==> src/rtl/pc_sequencer_if.sv <==
// pc_sequencer_if: redirect/hazard inputs and next-PC outputs of the PC sequencer
interface pc_sequencer_if;
  logic [31:0] pc_i;
  logic        stall_i;
  logic        br_taken_i;
  logic [31:0] br_target_i;
  logic        jmp_i;
  logic [31:0] jmp_target_i;
  logic        trap_i;
  logic        halt_i;
  logic        resume_i;
  logic [31:0] pc_next_o;
  logic        fetch_valid_o;
  logic        flush_if_id_o;
  logic        flush_id_ex_o;
  logic        misalign_o;
  logic [1:0]  state_o;
  logic [15:0] redirect_cnt_o;
  modport master (
    output pc_i, stall_i, br_taken_i, br_target_i, jmp_i, jmp_target_i, trap_i, halt_i, resume_i,
    input  pc_next_o, fetch_valid_o, flush_if_id_o, flush_id_ex_o, misalign_o, state_o, redirect_cnt_o
  );
  modport slave (
    input  pc_i, stall_i, br_taken_i, br_target_i, jmp_i, jmp_target_i, trap_i, halt_i, resume_i,
    output pc_next_o, fetch_valid_o, flush_if_id_o, flush_id_ex_o, misalign_o, state_o, redirect_cnt_o
  );
endinterface

==> src/rtl/pc_sequencer.sv <==
// pc_sequencer: next-PC controller with prioritized redirects, flush bubbles, halt and redirect counter
module pc_sequencer #(
  parameter logic [31:0] RESET_VEC    = 32'h0000_0000,
  parameter logic [31:0] TRAP_VEC     = 32'h0000_0100,
  parameter int          BOOT_CYCLES  = 2,
  parameter int          FLUSH_CYCLES = 2
) (
  input logic          clk,
  input logic          reset,
  pc_sequencer_if.slave bus
);
  localparam int MAXC = BOOT_CYCLES > FLUSH_CYCLES ? BOOT_CYCLES : FLUSH_CYCLES;
  localparam int CW   = $clog2(MAXC) + 1;
  typedef enum logic [1:0] {BOOT = 2'd0, RUN = 2'd1, FLUSH = 2'd2, HALT = 2'd3} state_t;
  state_t        r_state, w_state_nx;
  logic [CW-1:0] r_cnt, w_cnt_nx;
  logic [15:0]   r_redirect_cnt;
  logic          w_redirect, w_take;
  logic [31:0]   w_tgt_raw;
  assign w_redirect = bus.trap_i | bus.br_taken_i | bus.jmp_i;
  // Outside RUN only a trap is taken, so the same mux yields TRAP_VEC there
  assign w_tgt_raw  = bus.trap_i ? TRAP_VEC : bus.br_taken_i ? bus.br_target_i : bus.jmp_target_i;
  always_comb begin
    w_state_nx         = r_state;
    w_cnt_nx           = r_cnt;
    w_take             = 1'b0;
    bus.pc_next_o      = bus.pc_i;
    bus.fetch_valid_o  = 1'b0;
    bus.flush_if_id_o  = 1'b0;
    bus.flush_id_ex_o  = 1'b0;
    case (r_state)
      BOOT: begin
        bus.pc_next_o = RESET_VEC;
        w_state_nx    = r_cnt == '0 ? RUN : BOOT;
        w_cnt_nx      = r_cnt == '0 ? r_cnt : r_cnt - CW'(1);
      end
      RUN: begin
        w_take            = w_redirect;
        w_state_nx        = !w_redirect && bus.halt_i ? HALT : RUN;
        bus.fetch_valid_o = !w_redirect && !bus.halt_i;
        bus.pc_next_o     = !w_redirect && !bus.halt_i && !bus.stall_i ? bus.pc_i + 32'd4 : bus.pc_i;
      end
      FLUSH: begin
        w_take            = bus.trap_i;
        bus.flush_if_id_o = 1'b1;
        w_state_nx        = r_cnt == '0 ? RUN : FLUSH;
        w_cnt_nx          = r_cnt == '0 ? r_cnt : r_cnt - CW'(1);
      end
      HALT: begin
        w_take     = bus.trap_i;
        w_state_nx = bus.resume_i ? RUN : HALT;
      end
      default: w_state_nx = BOOT;
    endcase
    if (w_take) begin
      bus.pc_next_o     = {w_tgt_raw[31:2], 2'b00};
      bus.fetch_valid_o = 1'b0;
      bus.flush_if_id_o = 1'b1;
      bus.flush_id_ex_o = 1'b1;
      w_state_nx        = FLUSH;
      w_cnt_nx          = CW'(FLUSH_CYCLES - 1);
    end
  end
  always_ff @(posedge clk) begin
    if (reset) begin
      r_state        <= BOOT;
      r_cnt          <= CW'(BOOT_CYCLES - 1);
      r_redirect_cnt <= '0;
    end else begin
      r_state        <= w_state_nx;
      r_cnt          <= w_cnt_nx;
      r_redirect_cnt <= r_redirect_cnt + 16'(w_take && r_redirect_cnt != 16'hFFFF);
    end
  end
  assign bus.misalign_o     = w_take && w_tgt_raw[1:0] != 2'b00;
  assign bus.state_o        = r_state;
  assign bus.redirect_cnt_o = r_redirect_cnt;
endmodule

==> src/flat_wrapper.sv <==
// flat-port wrapper written by rule: the top's interface ports become plain ports
module pc_sequencer_flat 
#(
  parameter logic [31:0] RESET_VEC    = 32'h0000_0000,
  parameter logic [31:0] TRAP_VEC     = 32'h0000_0100,
  parameter int          BOOT_CYCLES  = 2,
  parameter int          FLUSH_CYCLES = 2
)
  (clk, reset, bus_pc_i, bus_stall_i, bus_br_taken_i, bus_br_target_i, bus_jmp_i, bus_jmp_target_i, bus_trap_i, bus_halt_i, bus_resume_i, bus_pc_next_o, bus_fetch_valid_o, bus_flush_if_id_o, bus_flush_id_ex_o, bus_misalign_o, bus_state_o, bus_redirect_cnt_o);
  pc_sequencer_if bus_i ();
  input logic clk;
  input logic reset;
  input wire logic [$bits(bus_i.pc_i)-1:0] bus_pc_i;
  input wire logic [$bits(bus_i.stall_i)-1:0] bus_stall_i;
  input wire logic [$bits(bus_i.br_taken_i)-1:0] bus_br_taken_i;
  input wire logic [$bits(bus_i.br_target_i)-1:0] bus_br_target_i;
  input wire logic [$bits(bus_i.jmp_i)-1:0] bus_jmp_i;
  input wire logic [$bits(bus_i.jmp_target_i)-1:0] bus_jmp_target_i;
  input wire logic [$bits(bus_i.trap_i)-1:0] bus_trap_i;
  input wire logic [$bits(bus_i.halt_i)-1:0] bus_halt_i;
  input wire logic [$bits(bus_i.resume_i)-1:0] bus_resume_i;
  output wire logic [$bits(bus_i.pc_next_o)-1:0] bus_pc_next_o;
  output wire logic [$bits(bus_i.fetch_valid_o)-1:0] bus_fetch_valid_o;
  output wire logic [$bits(bus_i.flush_if_id_o)-1:0] bus_flush_if_id_o;
  output wire logic [$bits(bus_i.flush_id_ex_o)-1:0] bus_flush_id_ex_o;
  output wire logic [$bits(bus_i.misalign_o)-1:0] bus_misalign_o;
  output wire logic [$bits(bus_i.state_o)-1:0] bus_state_o;
  output wire logic [$bits(bus_i.redirect_cnt_o)-1:0] bus_redirect_cnt_o;
  assign bus_i.pc_i = bus_pc_i;
  assign bus_i.stall_i = bus_stall_i;
  assign bus_i.br_taken_i = bus_br_taken_i;
  assign bus_i.br_target_i = bus_br_target_i;
  assign bus_i.jmp_i = bus_jmp_i;
  assign bus_i.jmp_target_i = bus_jmp_target_i;
  assign bus_i.trap_i = bus_trap_i;
  assign bus_i.halt_i = bus_halt_i;
  assign bus_i.resume_i = bus_resume_i;
  assign bus_pc_next_o = bus_i.pc_next_o;
  assign bus_fetch_valid_o = bus_i.fetch_valid_o;
  assign bus_flush_if_id_o = bus_i.flush_if_id_o;
  assign bus_flush_id_ex_o = bus_i.flush_id_ex_o;
  assign bus_misalign_o = bus_i.misalign_o;
  assign bus_state_o = bus_i.state_o;
  assign bus_redirect_cnt_o = bus_i.redirect_cnt_o;
  pc_sequencer #(.RESET_VEC(RESET_VEC), .TRAP_VEC(TRAP_VEC), .BOOT_CYCLES(BOOT_CYCLES), .FLUSH_CYCLES(FLUSH_CYCLES)) u_core (.clk(clk), .reset(reset), .bus(bus_i));
endmodule
==> config.mk <==
export PLATFORM = sky130hd
export DESIGN_NAME = pc_sequencer_flat
export DESIGN_NICKNAME = d
export VERILOG_FILES = /design/src/rtl/pc_sequencer_if.sv /design/src/rtl/pc_sequencer.sv /design/src/flat_wrapper.sv
export SDC_FILE = /design/constraint.sdc
export NUM_CORES = 1
export LEC_CHECK = 0
export BUFFER_PORTS_ARGS = -buffer_cell sky130_fd_sc_hd__buf_2
export CAP_MARGIN = 20
export CORE_MARGIN = 3
export CORE_UTILIZATION = 40
export CTS_CLUSTER_DIAMETER = 150
export DETAILED_ROUTE_END_ITERATION = 16
export GPL_TIMING_DRIVEN = 1
export PLACE_DENSITY = 0.77
export SLEW_MARGIN = 20
export SYNTH_ARGS = -nofsm -noshare
export SYNTH_HDL_FRONTEND = slang
export SYNTH_SLANG_ARGS = --single-unit
export TNS_END_PERCENT = 20
==> constraint.sdc <==
create_clock -name clk -period 2.3 [get_ports clk]
set_clock_uncertainty 0.15 [all_clocks]
set_input_delay 0.115 -clock clk [delete_from_list [all_inputs] [get_ports clk]]
set_output_delay 0.115 -clock clk [all_outputs]
set_load 0.02 [all_outputs]
==> metrics, run 1 <==
Worst Path Max Fanout=7; Pre-antenna DRT Iters=5; RSZ-0062 raised after global routing=yes; final period utilization=103%; Leak=1.73 nW; asr flop ratio synth=0%; CTS tree=built; DP Worst Slack=0.00428 ns; Core ar.=6030 µm²; Syn-to-layout area delta=50.1%; fmax=0.422 GHz; synth unique cells=49; maximum vdd drop=451 µV; IO buf count=157; placed cells=566; via density per instance=5.97; WL per Instance=16.4 µm; Switching Power=0.829 mW; HPWL after DPL=7160 µm; Seq. cell area=409 µm²; top layer in use=met4; PnR worst setup slack=-0.0675 ns; initial DRC count=235; final hold slack=0.0662 ns; Synthesized Nets=439; startpoint types=flop; Gate power share=63.2%; GR Util All Layers=24.0%; clock root buffer=clkbuf_8; chip height=85.7 µm; DIE AREA=7340 µm²; Placer Congestion=0.901; clock share of power=14.5%; Overall Power=1.87 mW; Post-Route M1 WL=3470 µm; clock tree buffer depth=2; Max-cap violations=0; antenna viol nets, final=0; status=finished, violations left; placement-stage cell area=3540 µm²; layout cells sized above 1=47.0%; Cell Pwr Density=491 nW/µm²; initial core utilization=42.1%; Avg Synthesized Cell Area=7.69 µm²; worst-margin pin slew=0.454 ns; path category of the worst min-delay check=in2reg; Period minus WS final=2.37 ns; met3 wire len=956 µm; Slew Viols, Final=0; Num CTS Buffers=3; failing checks=negative setup slack; Switching Share=44.3%; routed vias=3431; Detailed Route WL=9460 µm; Syn Inst Count=330; main flop type after synthesis=dfxtp_1; Ports=158; Layout Cells excl Fill=575; DIE WIDTH=85.7 µm; relative slew slack=69.7%; ANT cells=0; Cell Int Power=1.04 mW; # rows=28; number of global-route vias before repair=3257; Clock transition at path regs=0.08 ns; yosys warns=0; Setup CP Type=reg2out; Non-Filler Cell Area, Final=3810 µm²; H-Tree Depth=1; Final Setup Violations=17; Final nets=610; Filler Cell Count=553; antenna violations before repair=0; first-pass GRT wire length=14900 µm; Critical Path RT=2.04 ns; number of synthesized flops with an enable pin=0; multi-input combinational cell area=2150 µm²; drt drc=0; Routed met2 length=4830 µm; Seq pwr share=22.4%; GR Overflow Total=0; Seq/Total Area, Yosys=15.8%; CP endpoint kind=primary output; number of synthesized register bits=20; worst skew pair latency=0.26 ns; final hold violation count=0; largest net degree at the start of global routing=34; CTS sink cnt=20; hold_buf cts=0; Post-Syn Area=2540 µm²; CP arrival=2.10 ns
-- cell usage in the layout, fill, tap and decap left out, types with 4 or more instances in the layout --
cell	instances
buf_4	44
a21oi_1	4
a32oi_1	9
nand2b_1	5
buf_2	137
o22ai_1	5
inv_1	8
xor2_1	11
a211o_1	4
nand2_1	11
and4_1	6
dfxtp_1	13
mux2_2	9
nor3_1	8
xnor2_1	7
and3_1	6
nand4_1	14
or4b_1	5
nor2_1	32
o211ai_1	31
dfxtp_2	7
nand3_1	25
or3_1	4
mux2i_1	21
or4_1	10
clkbuf_8	4
nor2b_1	5
-- worst max-delay path, cell delays in order (launching register included) --
cell and delay [ns]:
dfxtp_2 0.32, or3b_4 0.45, a21o_4 0.27, or4_1 0.51, o211ai_1 0.11, buf_4 0.18
-- power by group through the flow --
stage	sequential [mW]	clock [mW]	combinational (mW)
after floorplan	0.445	0	0.650
after global placement	0.421	0	1.04
after detailed placement	0.424	0	1.06
after CTS	0.418	0.274	1.15
after global routing	0.424	0.295	1.27
final	0.419	0.271	1.18
-- logic make-up after synthesis --
group | Yosys count | synth area share [%]
multiplexers | 30 | 12.3
buffers and inverters | 29 | 5.18
adder cells (fa/ha/maj) | 5 | 2.46
XOR/XNOR | 18 | 6.21
AO/OA/AOI/OAI | 70 | 21.2
AND/OR/NAND/NOR | 158 | 36.9
flip-flops | 20 | 15.8
-- synth_stat cells, drive strengths merged (8+ instances only) --
cell	count	area share (%)
a32oi	9	3.1
buf	11	2.5
clkbuf	10	1.5
dfxtp	20	16
inv	8	1.2
mux2	9	4.0
mux2i	21	8.3
nand2	11	1.6
nand3	28	5.7
nand4	15	3.9
nor2	33	4.9
nor3	10	2.4
o211ai	31	9.2
or4	13	3.8
xor2	11	3.8
-- path summary, 6_finish.rpt --
check / from / end / slack (ns) / cells after the start
setup / recovery: u_core.bus.state_o[0] / bus_pc_next_o[12] / -0.07 / 5
hold / removal: reset / u_core.bus.redirect_cnt_o[10] / 0.07 / 2
setup reg to reg: u_core.bus.state_o[1] / u_core.bus.redirect_cnt_o[14] / 0.03 / 9
hold reg to reg: u_core.r_cnt[1] / u_core.r_cnt[1] / 0.35 / 2
-- registers in the layout (all words and copies together), names as in the netlist --
| signal | count |
|---|---|
| u_core.bus.redirect_cnt_o | 16 |
| u_core.bus.state_o | 2 |
| u_core.r_cnt | 2 |
-- stage by stage --
| stage | TNS (ns) | utilization [%] |
|---|---|---|
| after CTS | -0.728 | 62.2 |
| final | -0.660 | 63.2 |
| after floorplan | -0.416 | - |
| after global placement | 0 | 58.8 |
| after global routing | -2.62 | 63.2 |
| after detailed placement | 0 | 58.8 |
-- layer usage --
metal  vias to the layer above  track usage [%]
li1                       1646                -
met1                      1560             28.2
met2                       202             44.5
met3                        23             3.75
met4                         0             7.34
met5                         -                0
-- area by class of cell --
type / instances / area share, %
well taps: 75 / 2.46
repair buffers: 185 / 28.1
flip-flops and latches: 20 / 10.7
clock buffers: 4 / 1.44
inverters: 8 / 0.788
multi-input cells: 283 / 56.5
-- what timing repair did --
item / CTS / global route
gates cloned: 2 / 0
buffers inserted: 3 / 0
endpoints found under the setup margin: 30 / 32
pin swaps: 7 / 8
resized for setup: 29 / 17
(Power assumes the default switching activity.)
==> run 2, diff against run 1 <==
--- a/config.mk
+++ b/config.mk
@@ -13,6 +13,7 @@
 export DETAILED_ROUTE_END_ITERATION = 16
 export GPL_TIMING_DRIVEN = 1
 export PLACE_DENSITY = 0.77
+export SETUP_SLACK_MARGIN = 0.02
 export SLEW_MARGIN = 20
 export SYNTH_ARGS = -nofsm -noshare
 export SYNTH_HDL_FRONTEND = slang
==> constraint.sdc (replaced) <==
create_clock -name clk -period 2.3 [get_ports clk]
set_clock_uncertainty 0.15 [all_clocks]
set_input_delay 0.115 -clock clk [delete_from_list [all_inputs] [get_ports clk]]
set_output_delay 0.115 -clock clk [all_outputs]
set_load 0.01 [all_outputs]
==> metrics, run 2 (synthesis results as in run 1) <==
max reg flops=16 (unchanged); routed vias=3513 (+2.4%); worst r2r src=u_core.bus.state_o[1]; Syn-to-layout area delta=50.4%; RSZ-0062 raised after global routing=yes; DIE AREA=7340 µm² (unchanged); PnR worst setup slack=-0.0762 ns (-0.00870 ns); HPWL after DPL=7060 µm (-1.4%); path category of the worst min-delay check=in2reg; clock tree buffer depth=2 (unchanged); Worst Path Buf+Inv=1 (unchanged); initial core utilization=42.1% (unchanged); Leak=1.76 nW (+1.7%); Clock transition at path regs=0.06 ns (-0.02 ns); CP endpoint kind=primary output; Layout Cells excl Fill=583 (+1.4%); clock root buffer=clkbuf_8; Detailed Route WL=9590 µm (+1.4%); Critical Path RT=2.04 ns (about the same); Ports=158 (unchanged); Pre-antenna DRT Iters=5 (unchanged); Core ar.=6030 µm² (unchanged); first-pass GRT wire length=14800 µm (-0.84%); via density per instance=6.03 (+0.98%); initial DRC count=206 (-12%); Final nets=619 (+1.5%); worst skew pair latency=0.25 ns (about the same); antenna violations before repair=0 (unchanged); Slowest cell on crit path=or4_1; crit-path cells=or3b_4 -> a21o_4 -> or4_1 -> o211ai_1 -> buf_2; GR Overflow Total=0 (unchanged); WL per Instance=16.4 µm (about the same); failing checks=negative setup slack; placed cells=566 (unchanged); hold_buf cts=0 (unchanged); GR Util All Layers=24.0% (-0.065 points); Period minus WS final=2.38 ns (+0.00870 ns); chip height=85.7 µm (unchanged); CP max stage delay=0.52 ns (about the same); CTS tree=built; CP arrival=2.11 ns (about the same); status=finished, violations left; CTS sink cnt=20 (unchanged); Cell Pwr Density=448 nW/µm² (-8.8%); final hold violation count=0 (unchanged); H-Tree Depth=1 (unchanged); drt drc=0 (unchanged); number of global-route vias before repair=3187 (-2.1%); crit path from=u_core.bus.state_o[0]; Setup CP Type=reg2out; fmax=0.421 GHz (-0.37%); Overall Power=1.71 mW (-8.6%); Slew Viols, Final=0 (unchanged); worst r2r path cells=9 (unchanged); relative slew slack=71.4% (+1.7 points); Final Setup Violations=11 (-6); reg2reg end=u_core.bus.redirect_cnt_o[14]; final period utilization=103% (+0.38 points); crit path capture=bus_pc_next_o[13]; Stages on worst setup path=5 (unchanged); hold path start=reset; DIE WIDTH=85.7 µm (unchanged); # rows=28 (unchanged); Max-cap violations=0 (unchanged); commonest non-fill, non-tap cells in the layout=buf_2 (155), nor2_1 (33), buf_4 (33), o211ai_1 (31), mux2i_1 (21); antenna viol nets, final=0 (unchanged); worst-margin pin slew=0.429 ns (-0.0250 ns); IO buf count=157 (unchanged); Num CTS Buffers=3 (unchanged); Crit path max-delay family=simple AND/OR/NAND/NOR gates; startpoint types=flop; largest net degree at the start of global routing=34 (unchanged); most common cell after layout, fill and taps aside=buf_2; layout cells sized above 1=47.6% (+0.64 points); R2R Setup Slk=0.07 ns (+0.04 ns); maximum vdd drop=366 µV (-19%); ANT cells=0 (unchanged); Worst Path Max Fanout=7 (unchanged); Placer Congestion=0.851 (-5.5%)
## run 2: cell types whose count changed in the layout (fill, tap and decap cells not counted), sizes merged
cell	change
nand3	+1
buf	+6
clkbuf	-1
or2	+2
## run 2: repair_timing
item	CTS	global route
setup endpoints to repair	31	34
endpoints found under the hold margin	0	0
pin swaps	11	6
gates resized for setup	14	13
buffers inserted	1	8
cloned	2	3
## run 2: how the worst min path moves through the flow
stage / end / slack (ns) / cells after the start
5_1_grt: u_core.bus.redirect_cnt_o[11] / 0.09 / 2
4_1_cts: u_core.bus.redirect_cnt_o[7] / 0.07 / 2
3_5_place_dp: u_core.r_cnt[1] / 0.34 / 2
2_1_floorplan: bus_pc_next_o[0] / 0.22 / 1
3_3_place_gp: u_core.r_cnt[1] / 0.33 / 2
6_report: u_core.bus.redirect_cnt_o[2] / 0.08 / 2
## run 2: where the power goes
group	internal (mW)	total (mW)	switching, mW
logic	0.501	1.07	0.572
clock network	0.117	0.222	0.105
registers	0.387	0.415	0.0278
## run 2: per-layer routing
layer	up-vias	track usage, %	share of wire (%)
met1	1617	29.0	38
met5	-	0	0
met2	195	43.1	50
li1	1669	-	-
met3	32	3.17	9.2
met4	0	8.78	3.1
## run 2: area by class of cell
type / count / area, µm²
fill: 554 / 2210
inverter: 8 / 30.0
multi-input combinational: 286 / 2180
timing repair buffer: 191 / 1070
tap: 75 / 93.8
sequential: 20 / 407
clock buffer: 3 / 41.3
## run 2: stage by stage
stage	setup slack [ns]	utilization (%)	TNS (ns)	cell area [µm²]	hold slack, ns
3_3_place_gp	0.100	58.9	0	3550	0.329
6_report	-0.0762	63.4	-0.360	3820	0.0775
2_1_floorplan	0.0262	-	0	2570	0.224
5_1_grt	-0.120	63.4	-1.59	3820	0.0888
3_5_place_dp	0.0213	58.9	0	3550	0.337
4_1_cts	-0.0509	61.1	-0.335	3680	0.0701
==> run 3, diff against run 2 <==
--- a/config.mk
+++ b/config.mk
@@ -7,8 +7,10 @@
 export LEC_CHECK = 0
 export BUFFER_PORTS_ARGS = -buffer_cell sky130_fd_sc_hd__buf_2
 export CAP_MARGIN = 20
+export CELL_PAD_IN_SITES_DETAIL_PLACEMENT = 1
+export CELL_PAD_IN_SITES_GLOBAL_PLACEMENT = 1
 export CORE_MARGIN = 3
-export CORE_UTILIZATION = 40
+export CORE_UTILIZATION = 27
 export CTS_CLUSTER_DIAMETER = 150
 export DETAILED_ROUTE_END_ITERATION = 16
 export GPL_TIMING_DRIVEN = 1
==> metrics, run 3 (synthesis results as in run 1) <==
crit-path cells=or3b_4 -> a21o_4 -> or4_4 -> o211ai_1 -> buf_2; Leak=1.75 nW (-0.56%); most common cell after layout, fill and taps aside=buf_2; Final Setup Violations=19 (+8); R2R Setup Slk=0.04 ns (-0.03 ns); DIE AREA=10600 µm² (+44%); worst skew pair latency=0.26 ns (about the same); Slew Viols, Final=0 (unchanged); PnR worst setup slack=-0.0873 ns (-0.0111 ns); antenna violations before repair=0 (unchanged); Pre-antenna DRT Iters=4 (-1); layout cells sized above 1=47.3% (-0.31 points); WL per Instance=17.8 µm (+8.3%); path category of the worst min-delay check=in2reg; CP max stage delay=0.51 ns (about the same); drt drc=0 (unchanged); # rows=34 (+21%); first-pass GRT wire length=16300 µm (+11%); Detailed Route WL=10900 µm (+14%); CTS sink cnt=20 (unchanged); chip height=103 µm (+20%); maximum vdd drop=265 µV (-28%); CP endpoint kind=primary output; status=finished, violations left; placed cells=603 (+6.5%); CTS tree=built; startpoint types=flop; Setup CP Type=reg2out; GR Overflow Total=0 (unchanged); relative slew slack=71.0% (-0.36 points); Clock transition at path regs=0.07 ns (about the same); via density per instance=5.55 (-7.8%); ANT cells=0 (unchanged); Critical Path RT=2.04 ns (about the same); hold_buf cts=0 (unchanged); failing checks=negative setup slack; Placer Congestion=0.814 (-4.4%); RSZ-0062 raised after global routing=yes; max reg flops=16 (unchanged); final period utilization=104% (+0.48 points); Final nets=615 (-0.65%); Cell Pwr Density=459 nW/µm² (+2.6%); Overall Power=1.76 mW (+3.0%); routed vias=3405 (-3.1%); largest net degree at the start of global routing=34 (unchanged); worst-margin pin slew=0.435 ns (+0.00542 ns); antenna viol nets, final=0 (unchanged); Period minus WS final=2.39 ns (+0.0111 ns); number of global-route vias before repair=3315 (+4.0%); CP arrival=2.12 ns (about the same); Worst Path Buf+Inv=1 (unchanged); Crit path max-delay family=simple AND/OR/NAND/NOR gates; HPWL after DPL=8490 µm (+20%); clock root buffer=clkbuf_8; H-Tree Depth=1 (unchanged); initial core utilization=28.4% (-14 points); Syn-to-layout area delta=51.1%; GR Util All Layers=18.9% (-5.1 points); final hold violation count=0 (unchanged); Layout Cells excl Fill=613 (+5.1%); clock tree buffer depth=2 (unchanged); initial DRC count=103 (-50%); Worst Path Max Fanout=7 (unchanged); fmax=0.419 GHz (-0.47%); Ports=158 (unchanged); commonest non-fill, non-tap cells in the layout=buf_2 (157), o211ai_1 (31), nor2_1 (30), buf_4 (29), nand3_1 (25); Slowest cell on crit path=or4_4; Max-cap violations=0 (unchanged); Core ar.=8930 µm² (+48%); DIE WIDTH=103 µm (+20%); IO buf count=157 (unchanged); Num CTS Buffers=3 (unchanged)
-- run 3: metrics by stage --
stage | setup WS (ns) | instance area, µm² | hold WS, ns | utilization, % | TNS [ns]
floorplan | 0.0262 | 2570 | 0.224 | - | 0
global placement | 0.0822 | 3620 | 0.332 | 40.5 | 0
detailed placement | -0.00160 | 3620 | 0.359 | 40.5 | -0.00160
CTS | -0.0890 | 3730 | 0.0801 | 41.8 | -0.587
global route | -0.147 | 3830 | 0.0977 | 42.9 | -2.09
finish | -0.0873 | 3830 | 0.0807 | 42.9 | -0.496
-- run 3: layer usage --
layer / track usage [%] / up-vias / part of all wire [%] / wire length, µm
li1: - / 1653 / - / -
met1: 23.3 / 1609 / 43 / 4690
met2: 35.1 / 127 / 49 / 5380
met3: 1.89 / 16 / 6.2 / 681
met4: 4.18 / 0 / 1.6 / 171
met5: 0 / - / 0 / 0
-- run 3: worst reg2reg max path, cell delays in order (launching register included) --
cell and delay (ns):
dfxtp_4 0.40, o21ba_4 0.24, o22ai_4 0.06, nor2_2 0.11, ha_2 0.20, ha_2 0.18
inv_1 0.06, or3_1 0.33, or3_1 0.37, a21oi_2 0.11
-- run 3: final cells by class --
type	count	area [µm²]
inverters	8	30.0
flip-flops and latches	20	407
repair buffers	189	1050
fillers	1165	5100
multi-input cells	284	2160
well taps	108	135
clock buffers	4	55.1
-- run 3: power by group --
group	leakage, nW	internal, mW	switching [mW]	total (mW)
Combinational	1.56	0.481	0.577	1.06
Clock	0.0288	0.153	0.118	0.270
Sequential	0.164	0.387	0.0454	0.433
-- run 3: path summary, 6_finish.rpt --
path | end | from | cells after the start
setup / recovery | bus_pc_next_o[14] | u_core.bus.state_o[0] | 5
hold / removal | u_core.bus.redirect_cnt_o[6] | reset | 2
setup reg to reg | u_core.bus.redirect_cnt_o[14] | u_core.bus.state_o[1] | 9
hold reg to reg | u_core.bus.redirect_cnt_o[9] | u_core.bus.redirect_cnt_o[9] | 2
-- run 3: repair_timing --
action,4_1_cts,5_1_grt
endpoints found under the setup margin,33,33
gates resized for setup,8,22
cloned,2,1
buffers inserted,2,1
pin swaps,6,7
endpoints found under the hold margin,0,0
